`config.mk`:
```
export PLATFORM = sky130hd
export DESIGN_NAME = mips_cpu_hilo_muldiv_flat
export DESIGN_NICKNAME = d
export VERILOG_FILES = /design/src/rtl/mips_cpu_hilo_muldiv_pkg.sv /design/src/rtl/mips_cpu_hilo_muldiv_if.sv /design/src/rtl/mips_cpu_muldiv_step.sv /design/src/rtl/mips_cpu_hilo_muldiv.sv /design/src/flat_wrapper.sv
export SDC_FILE = /design/constraint.sdc
export NUM_CORES = 1
export LEC_CHECK = 0
export CAP_MARGIN = 25
export CORE_MARGIN = 3
export CORE_UTILIZATION = 25
export DETAILED_ROUTE_END_ITERATION = 12
export PLACE_DENSITY = 0.48
export SKIP_LAST_GASP = 1
export SLEW_MARGIN = 10
export SYNTH_ARGS = -nofsm -noshare
export SYNTH_HDL_FRONTEND = slang
export SYNTH_SLANG_ARGS = --single-unit
export TNS_END_PERCENT = 30
```
`constraint.sdc`:
```
create_clock -name clk -period 8.27 [get_ports clk]
set_input_delay 1.2405 -clock clk [delete_from_list [all_inputs] [get_ports clk]]
set_output_delay 1.2405 -clock clk [all_outputs]
set_load 0.02 [all_outputs]
```
`src/rtl/mips_cpu_hilo_muldiv_pkg.sv`:
```
// Shared types and constants for the HI/LO multiply/divide unit.
package mips_cpu_pkg;
  localparam int MULDIV_WIDTH = 32;
  localparam int MULDIV_ITERS = 32;

  typedef enum logic [1:0] {
    MD_MULT  = 2'd0,
    MD_MULTU = 2'd1,
    MD_DIV   = 2'd2,
    MD_DIVU  = 2'd3
  } muldiv_op_t;

  typedef enum logic [1:0] {
    IDLE  = 2'd0,
    RUN   = 2'd1,
    FIXUP = 2'd2
  } muldiv_state_t;
endpackage

```
`src/rtl/mips_cpu_hilo_muldiv_if.sv`:
```
// Execute-stage bus between pipeline control and the multiply/divide unit.
interface mips_cpu_hilo_muldiv_if;
  import mips_cpu_pkg::*;
  logic                    start;
  muldiv_op_t              op;
  logic [MULDIV_WIDTH-1:0] a, b, wdata;
  logic                    mthi, mtlo;
  logic                    busy, done;
  logic [MULDIV_WIDTH-1:0] hi, lo;

  modport master (output start, op, a, b, mthi, mtlo, wdata,
                  input  busy, done, hi, lo);
  modport slave  (input  start, op, a, b, mthi, mtlo, wdata,
                  output busy, done, hi, lo);
endinterface

```
`src/rtl/mips_cpu_muldiv_step.sv`:
```
// One radix-2 iteration: shift-add multiply or restoring shift-subtract divide.
module mips_cpu_muldiv_step
  import mips_cpu_pkg::*;
(
  input  logic                      is_div_i,
  input  logic [2*MULDIV_WIDTH-1:0] acc_i,
  input  logic [MULDIV_WIDTH-1:0]   m_i,
  output logic [2*MULDIV_WIDTH-1:0] acc_o
);
  localparam int W = MULDIV_WIDTH;

  logic [W:0] sum, rem_sh, diff;

  always_comb begin
    sum    = {1'b0, acc_i[2*W-1:W]} + {1'b0, m_i};
    rem_sh = {acc_i[2*W-1:W], acc_i[W-1]};
    diff   = rem_sh - {1'b0, m_i};
    if (is_div_i) begin
      // diff[W] is the borrow: partial remainder smaller than divisor, keep it
      if (diff[W]) acc_o = {acc_i[2*W-2:0], 1'b0};
      else         acc_o = {diff[W-1:0], acc_i[W-2:0], 1'b1};
    end else begin
      if (acc_i[0]) acc_o = {sum, acc_i[W-1:1]};
      else          acc_o = {1'b0, acc_i[2*W-1:1]};
    end
  end
endmodule

```
`src/rtl/mips_cpu_hilo_muldiv.sv`:
```
// Multi-cycle MULT/DIV sequencer owning HI/LO.
// MIPS_CPU_MULDIV_FAST_MUL_EN: single-cycle combinational multiply.
module mips_cpu_hilo_muldiv
  import mips_cpu_pkg::*;
#(
  parameter int WIDTH = MULDIV_WIDTH
) (
  input  logic                   clk,
  input  logic                   reset_n,
  mips_cpu_hilo_muldiv_if.slave  bus
);
  muldiv_state_t      state_q, state_d;
  muldiv_op_t         op_q, op_d;
  logic [5:0]         cnt_q, cnt_d;
  logic [WIDTH-1:0]   ma_q, ma_d, mb_q, mb_d, a_q, a_d;
  logic [WIDTH-1:0]   hi_q, hi_d, lo_q, lo_d;
  logic               sa_q, sa_d, sb_q, sb_d, done_q, done_d;
  logic [2*WIDTH-1:0] acc_q, acc_d, acc_step, prod;
  logic [WIDTH-1:0]   ma_in, mb_in, quo, rem;
  logic               sgn_in, is_div;

  assign sgn_in = (bus.op == MD_MULT) || (bus.op == MD_DIV);
  assign ma_in  = (sgn_in && bus.a[WIDTH-1]) ? -bus.a : bus.a;
  assign mb_in  = (sgn_in && bus.b[WIDTH-1]) ? -bus.b : bus.b;
  assign is_div = (op_q == MD_DIV) || (op_q == MD_DIVU);

  // Sign flags are only set for signed ops, so unsigned ops skip fixup naturally.
  assign prod = (sa_q ^ sb_q) ? -acc_q : acc_q;
  assign quo  = (sa_q ^ sb_q) ? -acc_q[WIDTH-1:0] : acc_q[WIDTH-1:0];
  assign rem  = sa_q ? -acc_q[2*WIDTH-1:WIDTH] : acc_q[2*WIDTH-1:WIDTH];

  mips_cpu_muldiv_step u_step (
    .is_div_i (is_div),
    .acc_i    (acc_q),
    .m_i      (is_div ? mb_q : ma_q),
    .acc_o    (acc_step)
  );

  always_comb begin
    state_d = state_q;
    op_d    = op_q;
    cnt_d   = cnt_q;
    ma_d    = ma_q;
    mb_d    = mb_q;
    a_d     = a_q;
    sa_d    = sa_q;
    sb_d    = sb_q;
    acc_d   = acc_q;
    hi_d    = hi_q;
    lo_d    = lo_q;
    done_d  = 1'b0;
    case (state_q)
      IDLE: begin
        if (bus.mthi) hi_d = bus.wdata;
        if (bus.mtlo) lo_d = bus.wdata;
        if (bus.start) begin
          op_d    = bus.op;
          sa_d    = sgn_in & bus.a[WIDTH-1];
          sb_d    = sgn_in & bus.b[WIDTH-1];
          ma_d    = ma_in;
          mb_d    = mb_in;
          a_d     = bus.a;
          cnt_d   = '0;
          // Divide shifts the dividend out of the low half; multiply shifts the multiplier.
          acc_d   = bus.op[1] ? {{WIDTH{1'b0}}, ma_in} : {{WIDTH{1'b0}}, mb_in};
          state_d = RUN;
        end
      end
      RUN: begin
        acc_d = acc_step;
        cnt_d = cnt_q + 6'd1;
        if (cnt_q == 6'(MULDIV_ITERS - 1)) state_d = FIXUP;
`ifdef MIPS_CPU_MULDIV_FAST_MUL_EN
        if (!is_div) begin
          acc_d   = {{WIDTH{1'b0}}, ma_q} * {{WIDTH{1'b0}}, mb_q};
          state_d = FIXUP;
        end
`endif
      end
      FIXUP: begin
        if (!is_div) begin
          hi_d = prod[2*WIDTH-1:WIDTH];
          lo_d = prod[WIDTH-1:0];
        end else if (mb_q == '0) begin
          hi_d = a_q;
          lo_d = '1;
        end else begin
          hi_d = rem;
          lo_d = quo;
        end
        done_d  = 1'b1;
        state_d = IDLE;
      end
      default: state_d = IDLE;
    endcase
  end

  always_ff @(posedge clk or negedge reset_n) begin
    if (!reset_n) begin
      state_q <= IDLE;
      op_q    <= MD_MULT;
      cnt_q   <= '0;
      ma_q    <= '0;
      mb_q    <= '0;
      a_q     <= '0;
      sa_q    <= 1'b0;
      sb_q    <= 1'b0;
      acc_q   <= '0;
      hi_q    <= '0;
      lo_q    <= '0;
      done_q  <= 1'b0;
    end else begin
      state_q <= state_d;
      op_q    <= op_d;
      cnt_q   <= cnt_d;
      ma_q    <= ma_d;
      mb_q    <= mb_d;
      a_q     <= a_d;
      sa_q    <= sa_d;
      sb_q    <= sb_d;
      acc_q   <= acc_d;
      hi_q    <= hi_d;
      lo_q    <= lo_d;
      done_q  <= done_d;
    end
  end

  assign bus.busy = (state_q != IDLE);
  assign bus.done = done_q;
  assign bus.hi   = hi_q;
  assign bus.lo   = lo_q;
endmodule

```
`src/flat_wrapper.sv`:
```
// flat-port wrapper written by rule: the top's interface ports become plain ports
module mips_cpu_hilo_muldiv_flat import mips_cpu_pkg::*;
#(
  parameter int WIDTH = MULDIV_WIDTH
)
  (clk, reset_n, bus_start, bus_op, bus_a, bus_b, bus_mthi, bus_mtlo, bus_wdata, bus_busy, bus_done, bus_hi, bus_lo);
  mips_cpu_hilo_muldiv_if bus_i ();
  input  logic clk;
  input  logic reset_n;
  input wire logic [$bits(bus_i.start)-1:0] bus_start;
  input wire logic [$bits(bus_i.op)-1:0] bus_op;
  input wire logic [$bits(bus_i.a)-1:0] bus_a;
  input wire logic [$bits(bus_i.b)-1:0] bus_b;
  input wire logic [$bits(bus_i.mthi)-1:0] bus_mthi;
  input wire logic [$bits(bus_i.mtlo)-1:0] bus_mtlo;
  input wire logic [$bits(bus_i.wdata)-1:0] bus_wdata;
  output wire logic [$bits(bus_i.busy)-1:0] bus_busy;
  output wire logic [$bits(bus_i.done)-1:0] bus_done;
  output wire logic [$bits(bus_i.hi)-1:0] bus_hi;
  output wire logic [$bits(bus_i.lo)-1:0] bus_lo;
  assign bus_i.start = bus_start;
  assign bus_i.op = bus_op;
  assign bus_i.a = bus_a;
  assign bus_i.b = bus_b;
  assign bus_i.mthi = bus_mthi;
  assign bus_i.mtlo = bus_mtlo;
  assign bus_i.wdata = bus_wdata;
  assign bus_busy = bus_i.busy;
  assign bus_done = bus_i.done;
  assign bus_hi = bus_i.hi;
  assign bus_lo = bus_i.lo;
  mips_cpu_hilo_muldiv #(.WIDTH(WIDTH)) u_core (.clk(clk), .reset_n(reset_n), .bus(bus_i));
endmodule
```
# [Word-level counts from Yosys, hierarchy flattened]
# Cells that the tools add are included.
[op_classes] addsub=8 n_eq_ne=10 muxes=26 n_bitwise=3 reduce_logical=15
[op_table] cell="32-bit 2-to-1 mux" count=12
[op_table] cell="64-bit 2-to-1 mux" count=5
[op_table] cell="32-bit negator" count=4
[op_table] cell="32-bit one-hot mux with 2 select lines" count=2
[op_table] cell="64-bit one-hot mux with 2 select lines" count=1
[op_table] cell="64-bit negator" count=1
[op_table] cell="32-bit by 32-bit adder with 33-bit output" count=1
[op_table] cell="33-bit by 32-bit subtractor with 33-bit output" count=1
[op_table] cell="32-bit zero test" count=1
[op_table] cell="6-bit one-hot mux with 2 select lines" count=1
[op_table] cell="2-bit AND reduction" count=5
[op_table] cell="2-bit equality test (second input constant)" count=4
[op_table] cell="6-bit by 1-bit adder with 6-bit output (second input constant)" count=1
[op_table] cell="6-bit by 5-bit equality test with 1-bit output (second input constant)" count=1
[op_table] cell="6-bit 2-to-1 mux" count=1
[op_table] cell="2-bit != test (second input constant)" count=3
[op_table] cell="2-bit nonzero test" count=3
[op_table] cell="2-bit zero test" count=2
[op_table] cell="2-bit 2-to-1 mux" count=2
[op_table] cell="2-bit one-hot mux with 2 select lines" count=1
[op_table] cell="1-bit AND" count=2
[op_table] cell="2-bit by 1-bit equality test with 1-bit output (second input constant)" count=1
[op_table] cell="1-bit logical AND" count=2
[op_table] cell="1-bit logical OR" count=2
[op_table] cell="other kinds (3)" count=3
[totals] ff_bits=237 in_bits=103 out_inout_bits=66 wordCells=74

# [Logic depth before layout (Yosys ltp)]
[depth] word_depth=7 mapped_depth=16 mapped_depth_nobuf=13

# [Hierarchy]
# From an unflattened synthesis, not the netlist that was laid out.
[unflattened] cells_unflattened=2341 hier_area_um2=18640.4
[modules_own_cells] module="mips_cpu_hilo_muldiv" n_inst=1 cells_each=1649 area_each_um2=13793.2 seq_area_each_um2=5880.6
[modules_own_cells] module="mips_cpu_muldiv_step" n_inst=1 cells_each=692 area_each_um2=4847.1 seq_area_each_um2=0.0

# [Worst setup path before layout]
# Ideal clock, no wire load.
[synth_timing] path_type="register to register" startpoint="register u_core.op_q[1]" endpoint="register u_core.acc_q[61]" setup_time_ps=122 t_arrival_ps=3846 required_ps=8148 setup_slack_ps=4303 path_stages_with_launch=15 path_buffers=3 period_less_slack_ps=3967 cell_sequence="dfrtp_1 buf_1 buf_1 mux2_2 ha_1 clkbuf_1 nand4_1 nor4_1 a21oi_1 and2_1 a2111oi_0 nor3_1 xnor2_1 a211o_1 a32o_1"
[synth_via] elab_chain_len=7 word_cells_on_any_way=10 classes_between="add/sub (2); eq/ne (2); mux (5); reduce/logical (1)"
[synth_lines] element="start, declared" line_no="mips_cpu_hilo_muldiv.sv:13" text="muldiv_op_t op_q, op_d;"
[synth_lines] element="start signal, assigned" line_no="mips_cpu_hilo_muldiv.sv:114" text="op_q <= op_d;"
[synth_lines] element="2-bit equality test" line_no="mips_cpu_hilo_muldiv.sv:25" text="assign is_div = (op_q == MD_DIV) || (op_q == MD_DIVU);"
[synth_lines] element="1-bit logical OR *" line_no="mips_cpu_hilo_muldiv.sv:25"
[synth_lines] element="32-bit 2-to-1 mux" line_no="mips_cpu_hilo_muldiv.sv:35" text=".m_i (is_div ? mb_q : ma_q),"
[synth_lines] element="33-bit by 32-bit subtractor with 33-bit output or 32-bit by 32-bit adder with 33-bit output (tied branches)" line_no="mips_cpu_muldiv_step.sv:17, mips_cpu_muldiv_step.sv:15"
[synth_lines] element="64-bit 2-to-1 mux (on tied branches)" line_no="mips_cpu_muldiv_step.sv:20, mips_cpu_muldiv_step.sv:23"
[synth_lines] element="64-bit 2-to-1 mux *" line_no="mips_cpu_muldiv_step.sv:18" text="if (is_div_i) begin"
[synth_lines] element="64-bit one-hot mux with 2 select lines *" line_no="mips_cpu_hilo_muldiv.sv:52" text="case (state_q)"
[synth_lines] element="end signal, assigned" line_no="mips_cpu_hilo_muldiv.sv:108" text="acc_q <= '0;"
[synth_lines] element="end signal, assigned" line_no="mips_cpu_hilo_muldiv.sv:121" text="acc_q <= acc_d;"
[synth_lines] element="end, declared" line_no="mips_cpu_hilo_muldiv.sv:18" text="logic [2*WIDTH-1:0] acc_q, acc_d, acc_step, prod;"
# Mark *: on every way between the ends. The rest lies on a longest branch, timed or not.
# A chain may end at the register's enable or synchronous reset.

# [Worst setup path in the final report]
[layout_timing] startpoint="register u_core.op_q[1]" endpoint="register u_core.acc_q[58]"
# The elaborated chain is that of the path after synthesis.

==> metrics.log <==
INFO  metric grtUsageTotal = 20.2%
INFO  metric crit_type = flip-flop to flip-flop
INFO  metric floorplan.rows = 99
INFO  metric overall_via_count_from_detail_route = 18304
INFO  metric ys_types = 91
INFO  metric globalRouteOverflowTotal = 0
INFO  metric cts_inserted_buffers = 31
INFO  metric drive_above_1_share = 6.81%
INFO  metric floorplan.die_area = 78200 sq um
INFO  metric cts.path.max_buffers = 3
INFO  metric detailedPlace.worstSlack = 3.54 ns
INFO  metric finalWorstSetupSlack = 3.45 ns
INFO  metric p_leak = 9.06 nW
INFO  metric compound_cell_area_share_of_the_yosys_netlist = 24.2%
INFO  metric drtPass1Iterations = 5
INFO  metric cts_tree = built
INFO  metric detailed_place_hpwl = 62.0 mm
INFO  metric clock_transition_at_the_register_clock_pins_on_the_worst_setup_and_hold_paths_after_cts = 0.06 ns
INFO  metric timing.clock.skew = 0.0169 ns
INFO  metric layout.cells.non_filler = 3397
INFO  metric timing.critical_path.cells = mux2_2 -> ha_1 -> inv_1 -> fa_1 -> a21oi_1 -> o211ai_1 -> a31oi_1 -> nand3_1 -> a21oi_4 -> xor2_4 -> nand2_1 -> o221ai_1 -> o21ai_0
INFO  metric later_pin_clock_latency_in_the_skew_report = 0.61 ns
INFO  metric maximum_level_of_the_cts_h_tree = 1
INFO  metric portBuffers = 168
INFO  metric critical_path_arrival = 5.29 ns
INFO  metric synth-warning-count = 0
INFO  metric worst_pin_slew = 1.19 ns
INFO  metric grt_pass1_wl = 120 mm
INFO  metric critical_path_peak_fanout = 45
INFO  metric clock_power_share = 15.3%
INFO  metric floorplan.initialDensity = 25.4%
INFO  metric timing.critical_path.from_type = flip-flop
INFO  metric area.sequential = 5880 sq um
INFO  metric synth-xor-area-share = 9.94%
INFO  metric internal_power_summed_over_all_cells = 4.74 mW
INFO  metric die_h = 280 um
INFO  metric fraction_of_the_mapped_netlist_area_in_adder_cells = 4.83%
INFO  metric fmax = 207 MHz
INFO  metric syn-instance-count = 2359
INFO  metric multi_input_area = 11800 sq um
INFO  metric ir_drop = 165 uV
INFO  metric detailed_place.area = 21100 sq um
INFO  metric tns = 0 ns
INFO  metric ys_ff_latch = 235
INFO  metric post_synth_most_frequent_cells = sky130_fd_sc_hd__nand2_1 (379), sky130_fd_sc_hd__dfrtp_1 (235), sky130_fd_sc_hd__o21ai_0 (216), sky130_fd_sc_hd__a21oi_1 (181), sky130_fd_sc_hd__nor2_1 (153)
INFO  metric post_synth_and_or_nand_nor_area_fraction = 18.9%
INFO  metric resized_gates_after_cts = 0
INFO  metric core = 73600 sq um
INFO  metric area.growth.synth_to_final = 18.8%
INFO  metric critical_path.max_stage_delay = 0.84 ns
INFO  metric largest_family_of_logic_cells_by_synthesized_area = compound AO/OA/AOI/OAI gates
INFO  metric postCtsSetupBuffers = 0
INFO  metric synth.most_common_cell = sky130_fd_sc_hd__nand2_1
INFO  metric cts.hold.buffers_added = 0
INFO  metric synth_area_per_cell = 7.93 sq um
INFO  metric detail-route-antenna-nets = 0
INFO  metric design.portCount = 169
INFO  metric finalWorstPathRequiredPeriod = 4.82 ns
INFO  metric fin_total_pwr = 9.57 mW
INFO  metric share_seq_of_total_power = 24.8%
INFO  metric synth_seq_area_share = 31.4%
INFO  metric number_of_global_route_vias_before_repair = 17828
INFO  metric post_drt_wl_per_cell = 23.9 um
INFO  metric number_of_antenna_violations_at_the_first_check_in_global_routing = 4
INFO  metric timing.critical_path.to_type = flip-flop
INFO  metric final.fill_count = 7906
INFO  metric horizontal_extent_of_the_die = 280 um
INFO  metric routed_via_density = 5.39
INFO  metric placedCellCount = 3336
INFO  metric status = finished, final reports clean
INFO  metric worstReg2RegStart = u_core.op_q[1]$_DFFE_PN0P_
INFO  metric final_min_period_over_clock_period = 58.3%
INFO  metric hold_violations = 0
INFO  metric detail_route.wirelength = 81.0 mm
INFO  metric grt_start_max_net_pins = 127
INFO  metric cp_slowest_cell = sky130_fd_sc_hd__dfrtp_4
INFO  metric clock_tree.root_cell = sky130_fd_sc_hd__clkbuf_16
INFO  metric power.density = 430 nW/um^2
INFO  metric unrepaired_setup_endpoints_after_global_routing = no
INFO  metric worstPathRequired = 8.74 ns
INFO  metric drv.max_cap_violation_count = 0
INFO  metric cts_num_sinks = 235
INFO  metric slew_headroom = 20.3%
INFO  metric synthesis.nets = 2533
INFO  metric cp-startpoint = u_core.op_q[1]$_DFFE_PN0P_
INFO  metric synth_largest_type_area_fraction = 31.4%
INFO  metric switching_share = 50.5%
INFO  metric synth.largest_area_cell = sky130_fd_sc_hd__dfrtp_1
INFO  metric yosys-mux-area-fraction = 5.00%
INFO  metric num-nets-final = 2585
INFO  metric pwr-share-comb = 59.9%
INFO  metric timing_max_transition_violations_final = 0
INFO  metric drt_iter0_drc = 1961
INFO  metric finish.utilization = 30.2%
INFO  metric netlist_area = 18700 sq um
INFO  metric setup_viol = 0
INFO  metric worstHoldStart = u_core.bus.lo[29]$_DFFE_PN0P_
INFO  metric hold_slack = 0.474 ns
INFO  metric min_delay_worst_type = flip-flop to flip-flop
INFO  metric finalInstanceArea = 22200 sq um
INFO  metric power.switching = 4.83 mW
INFO  metric ys_async_sr_fraction = 100%
INFO  metric synthTopCellsByArea = sky130_fd_sc_hd__dfrtp_1 (31%), sky130_fd_sc_hd__nand2_1 (7.6%), sky130_fd_sc_hd__o21ai_0 (5.8%), sky130_fd_sc_hd__xor2_1 (4.9%), sky130_fd_sc_hd__a21oi_1 (4.8%)
INFO  metric gp_routability_congestion = 0.915
INFO  metric number_of_enable_type_register_cells_in_the_synthesized_netlist = 0
INFO  metric synth_ff_type = sky130_fd_sc_hd__dfrtp_1
INFO  metric drc_violation_count_after_routing = 0
## critical path, delay by kind of cell, from the launching register on
family / cells / cell delay [ns]
muxes: 1 / 0.30
buffers and inverters: 1 / 0.05
adders and majority gates: 2 / 0.55
DFF: 1 / 0.84
xor gates and xnor gates: 1 / 0.72
and+or+nand+nor: 2 / 0.52
AOI/OAI and AO/OA: 6 / 1.66
## final cells by class
type,count,share of cell area (%)
multi-input combinational,1869,53.2
inverter,75,1.27
clock inverter,15,0.912
antenna,2,0.0225
tap,959,5.40
clock buffer,43,4.01
sequential,235,26.5
timing repair buffer,199,8.69
## flip-flops by register name, indices dropped and copies added (netlist names)
name and cells:
u_core.bus.hi 32, u_core.sa_q 1, u_core.sb_q 1, u_core.bus.lo 32
u_core.acc_q 64, u_core.a_q 32, u_core.op_q 1, u_core.ma_q 31
u_core.cnt_q 6, u_core.bus.done 1, u_core.state_q 2, u_core.mb_q 32
## routing by layer
metal | GRT usage [%] | share of wire, % | wire [um]
met1 | 29.5 | 47 | 38200
met2 | 30.7 | 43 | 35000
met3 | 3.59 | 7.3 | 5880
met4 | 4.73 | 2.5 | 1990
met5 | 0 | 0.016 | 13
## power groups by stage
stage | Clock, mW | Combinational [mW] | Sequential [mW]
2_1_floorplan | 0 | 4.14 | 1.94
5_1_grt | 1.53 | 6.28 | 2.40
3_5_place_dp | 0 | 5.63 | 2.36
3_3_place_gp | 0 | 5.62 | 2.35
4_1_cts | 1.49 | 5.66 | 2.34
6_report | 1.46 | 5.73 | 2.37
## logic make-up (layout without fill, tap and decap cells)
kind of cell,Yosys count,after routing
AND/OR/NAND/NOR,777,777
AO/OA/AOI/OAI,724,724
buffers and inverters,255,332
flip-flops,235,235
XOR/XNOR,208,208
multiplexers,89,89
adder cells (fa/ha/maj),71,71
other,0,2
## placed cells by master (no fill, tap or decap), types with 31 or more instances in the layout
| master | count |
|---|---|
| sky130_fd_sc_hd__o21ai_0 | 216 |
| sky130_fd_sc_hd__o31ai_1 | 32 |
| sky130_fd_sc_hd__clkbuf_16 | 31 |
| sky130_fd_sc_hd__nor3_1 | 40 |
| sky130_fd_sc_hd__mux2i_1 | 54 |
| sky130_fd_sc_hd__a21oi_1 | 181 |
| sky130_fd_sc_hd__xnor2_1 | 101 |
| sky130_fd_sc_hd__xor2_1 | 103 |
| sky130_fd_sc_hd__clkdlybuf4s50_1 | 167 |
| sky130_fd_sc_hd__a21o_1 | 34 |
| sky130_fd_sc_hd__nand3_1 | 37 |
| sky130_fd_sc_hd__a211oi_1 | 41 |
| sky130_fd_sc_hd__ha_1 | 69 |
| sky130_fd_sc_hd__nor2_1 | 150 |
| sky130_fd_sc_hd__inv_1 | 73 |
| sky130_fd_sc_hd__dfrtp_1 | 234 |
| sky130_fd_sc_hd__mux2_2 | 35 |
| sky130_fd_sc_hd__nand2_1 | 378 |
| sky130_fd_sc_hd__o22ai_1 | 50 |
## worst paths after layout
| kind | end | cells after the start | slack, ns |
|---|---|---|---|
| max in group asynchronous | u_core.ma_q[11]$_DFFE_PN0P_ | 2 | 6.37 |
| min reg2reg | u_core.bus.lo[29]$_DFFE_PN0P_ | 2 | 0.47 |
| max reg2reg | u_core.acc_q[58]$_DFFE_PN0P_ | 13 | 3.45 |
| min | u_core.bus.lo[29]$_DFFE_PN0P_ | 2 | 0.47 |
| max | u_core.acc_q[58]$_DFFE_PN0P_ | 13 | 3.45 |
| min in group asynchronous | u_core.bus.lo[29]$_DFFE_PN0P_ | 1 | 0.62 |
Note: power is estimated with default switching activity, not from simulation.
==> RTL edit (same flow settings) <==
Change the package constant `MULDIV_WIDTH` from 32 to 48.
--- a/src/rtl/mips_cpu_hilo_muldiv_pkg.sv
+++ b/src/rtl/mips_cpu_hilo_muldiv_pkg.sv
@@ -1,6 +1,6 @@
 // Shared types and constants for the HI/LO multiply/divide unit.
 package mips_cpu_pkg;
-  localparam int MULDIV_WIDTH = 32;
+  localparam int MULDIV_WIDTH = 48;
   localparam int MULDIV_ITERS = 32;
 
   typedef enum logic [1:0] {
Ports: changed (5 resized); port bits go from 169 to 249. The function was not compared with the original's and may differ.
==> RTL edit against the original RTL <==
Worst setup slack worse by 0.92 ns. Combinational power up 62%. Largest power group unchanged. Area after synthesis up 50%. Sequential cell count up 112. Wire length up 59%. Count of clock-buffer cells in the layout up 13. Highest routed layer is now met4. Via count up 54%. Final cell count up 54%. Die area up 49%. Synthesized cell count up 54%. Power up 54%. Cell area up 50%. Utilization down 0.11 points.
==> RTL edit: results (changes against the original RTL) <==
Synthesis
  • Synthesized Nets: 3,892 (+54%)
  • Post-Synth Adder-Cell Area: 0.0488 (+0.000497)
  • Cell count after synthesis: 3,633 (+54%)
  • Synth Area in Compound Gates: 0.248 (+0.00570)
  • Top cells by area, synth: dfrtp_1, nand2_1, o21ai_0
  • Post-synth cell types: 88 (-3.3%)
  • Synth Area in XOR/XNOR: 0.0976 (-0.00182)

Outcome
  • Status: finished clean

Place
  • DP Area: 0.0319 sq mm (+51%)
  • Post-DP HPWL: 99,500 microns (+60%)
  • Port Buffers: 248 (+48%)
  • Pre-CTS WS: 2.56 ns (-0.982 ns)

Power and ir drop
  • PD cells: 442 mW/mm^2 (+2.7%)
  • Leakage power: 13.6 nW (+51%)

Floorplan
  • Core area: 0.111 sq mm (+51%)

Final layout
  • Register area: 0.00869 sq mm (+48%)
  • Inverters: 95 (+27%)
  • Max FFs per register: 96 (+50%)
  • Fill count: 12,135 (+53%)

Hold path
  • Hold endpoint: u_core.bus.lo[38]
  • Hold wc startpoint: u_core.bus.lo[38]

Setup path
  • CP max FO: 70 (+56%)
  • R2R Path End: u_core.acc_q[64]
  • Worst path arrival time: 6.17 ns (+0.88 ns)

Drt
  • DR iter-0 viols: 3,136 (+60%)
  • Met3 wire length: 12,400 microns (+110%)
  • Top layer in use: met4

Timing
  • Hold WS: 0.476 ns (+0.00133 ns)
  • Clock skew: 0.0273 ns (+0.0103 ns)

GRT
  • Largest net degree at the start of global routing: 146 (+15%)
  • First-pass GRT wire length: 187,000 microns (+55%)
  • Vias in the first global route: 26,314 (+48%)

Clock network
  • CTS H-tree depth: 2 (+1)
## RTL edit: report_power, final
group | switching (mW) | internal (mW) | total (mW) | leakage, nW
Sequential | 1.18 | 2.31 | 3.48 | 4.21
Clock | 0.837 | 1.13 | 1.97 | 0.684
Combinational | 5.67 | 3.63 | 9.31 | 8.75
## RTL edit: worst max path at each step
stage	startpoint	endpoint	slack [ns]	depth (start not counted)
floorplan	u_core.op_q[1]	u_core.acc_q[90]	3.98	17
global placement	u_core.op_q[1]	u_core.acc_q[64]	2.62	16
detailed placement	u_core.op_q[1]	u_core.acc_q[64]	2.56	16
CTS	u_core.op_q[1]	u_core.acc_q[81]	2.53	15
global route	u_core.op_q[1]	u_core.acc_q[67]	2.21	15
finish	u_core.op_q[1]	u_core.acc_q[64]	2.53	16
## RTL edit: metal layers
layer	vias to the layer above	track usage
li1	13108	-
met1	13783	0.339
met2	1156	0.287
met3	120	0.0495
met4	0	0.0421
met5	-	0
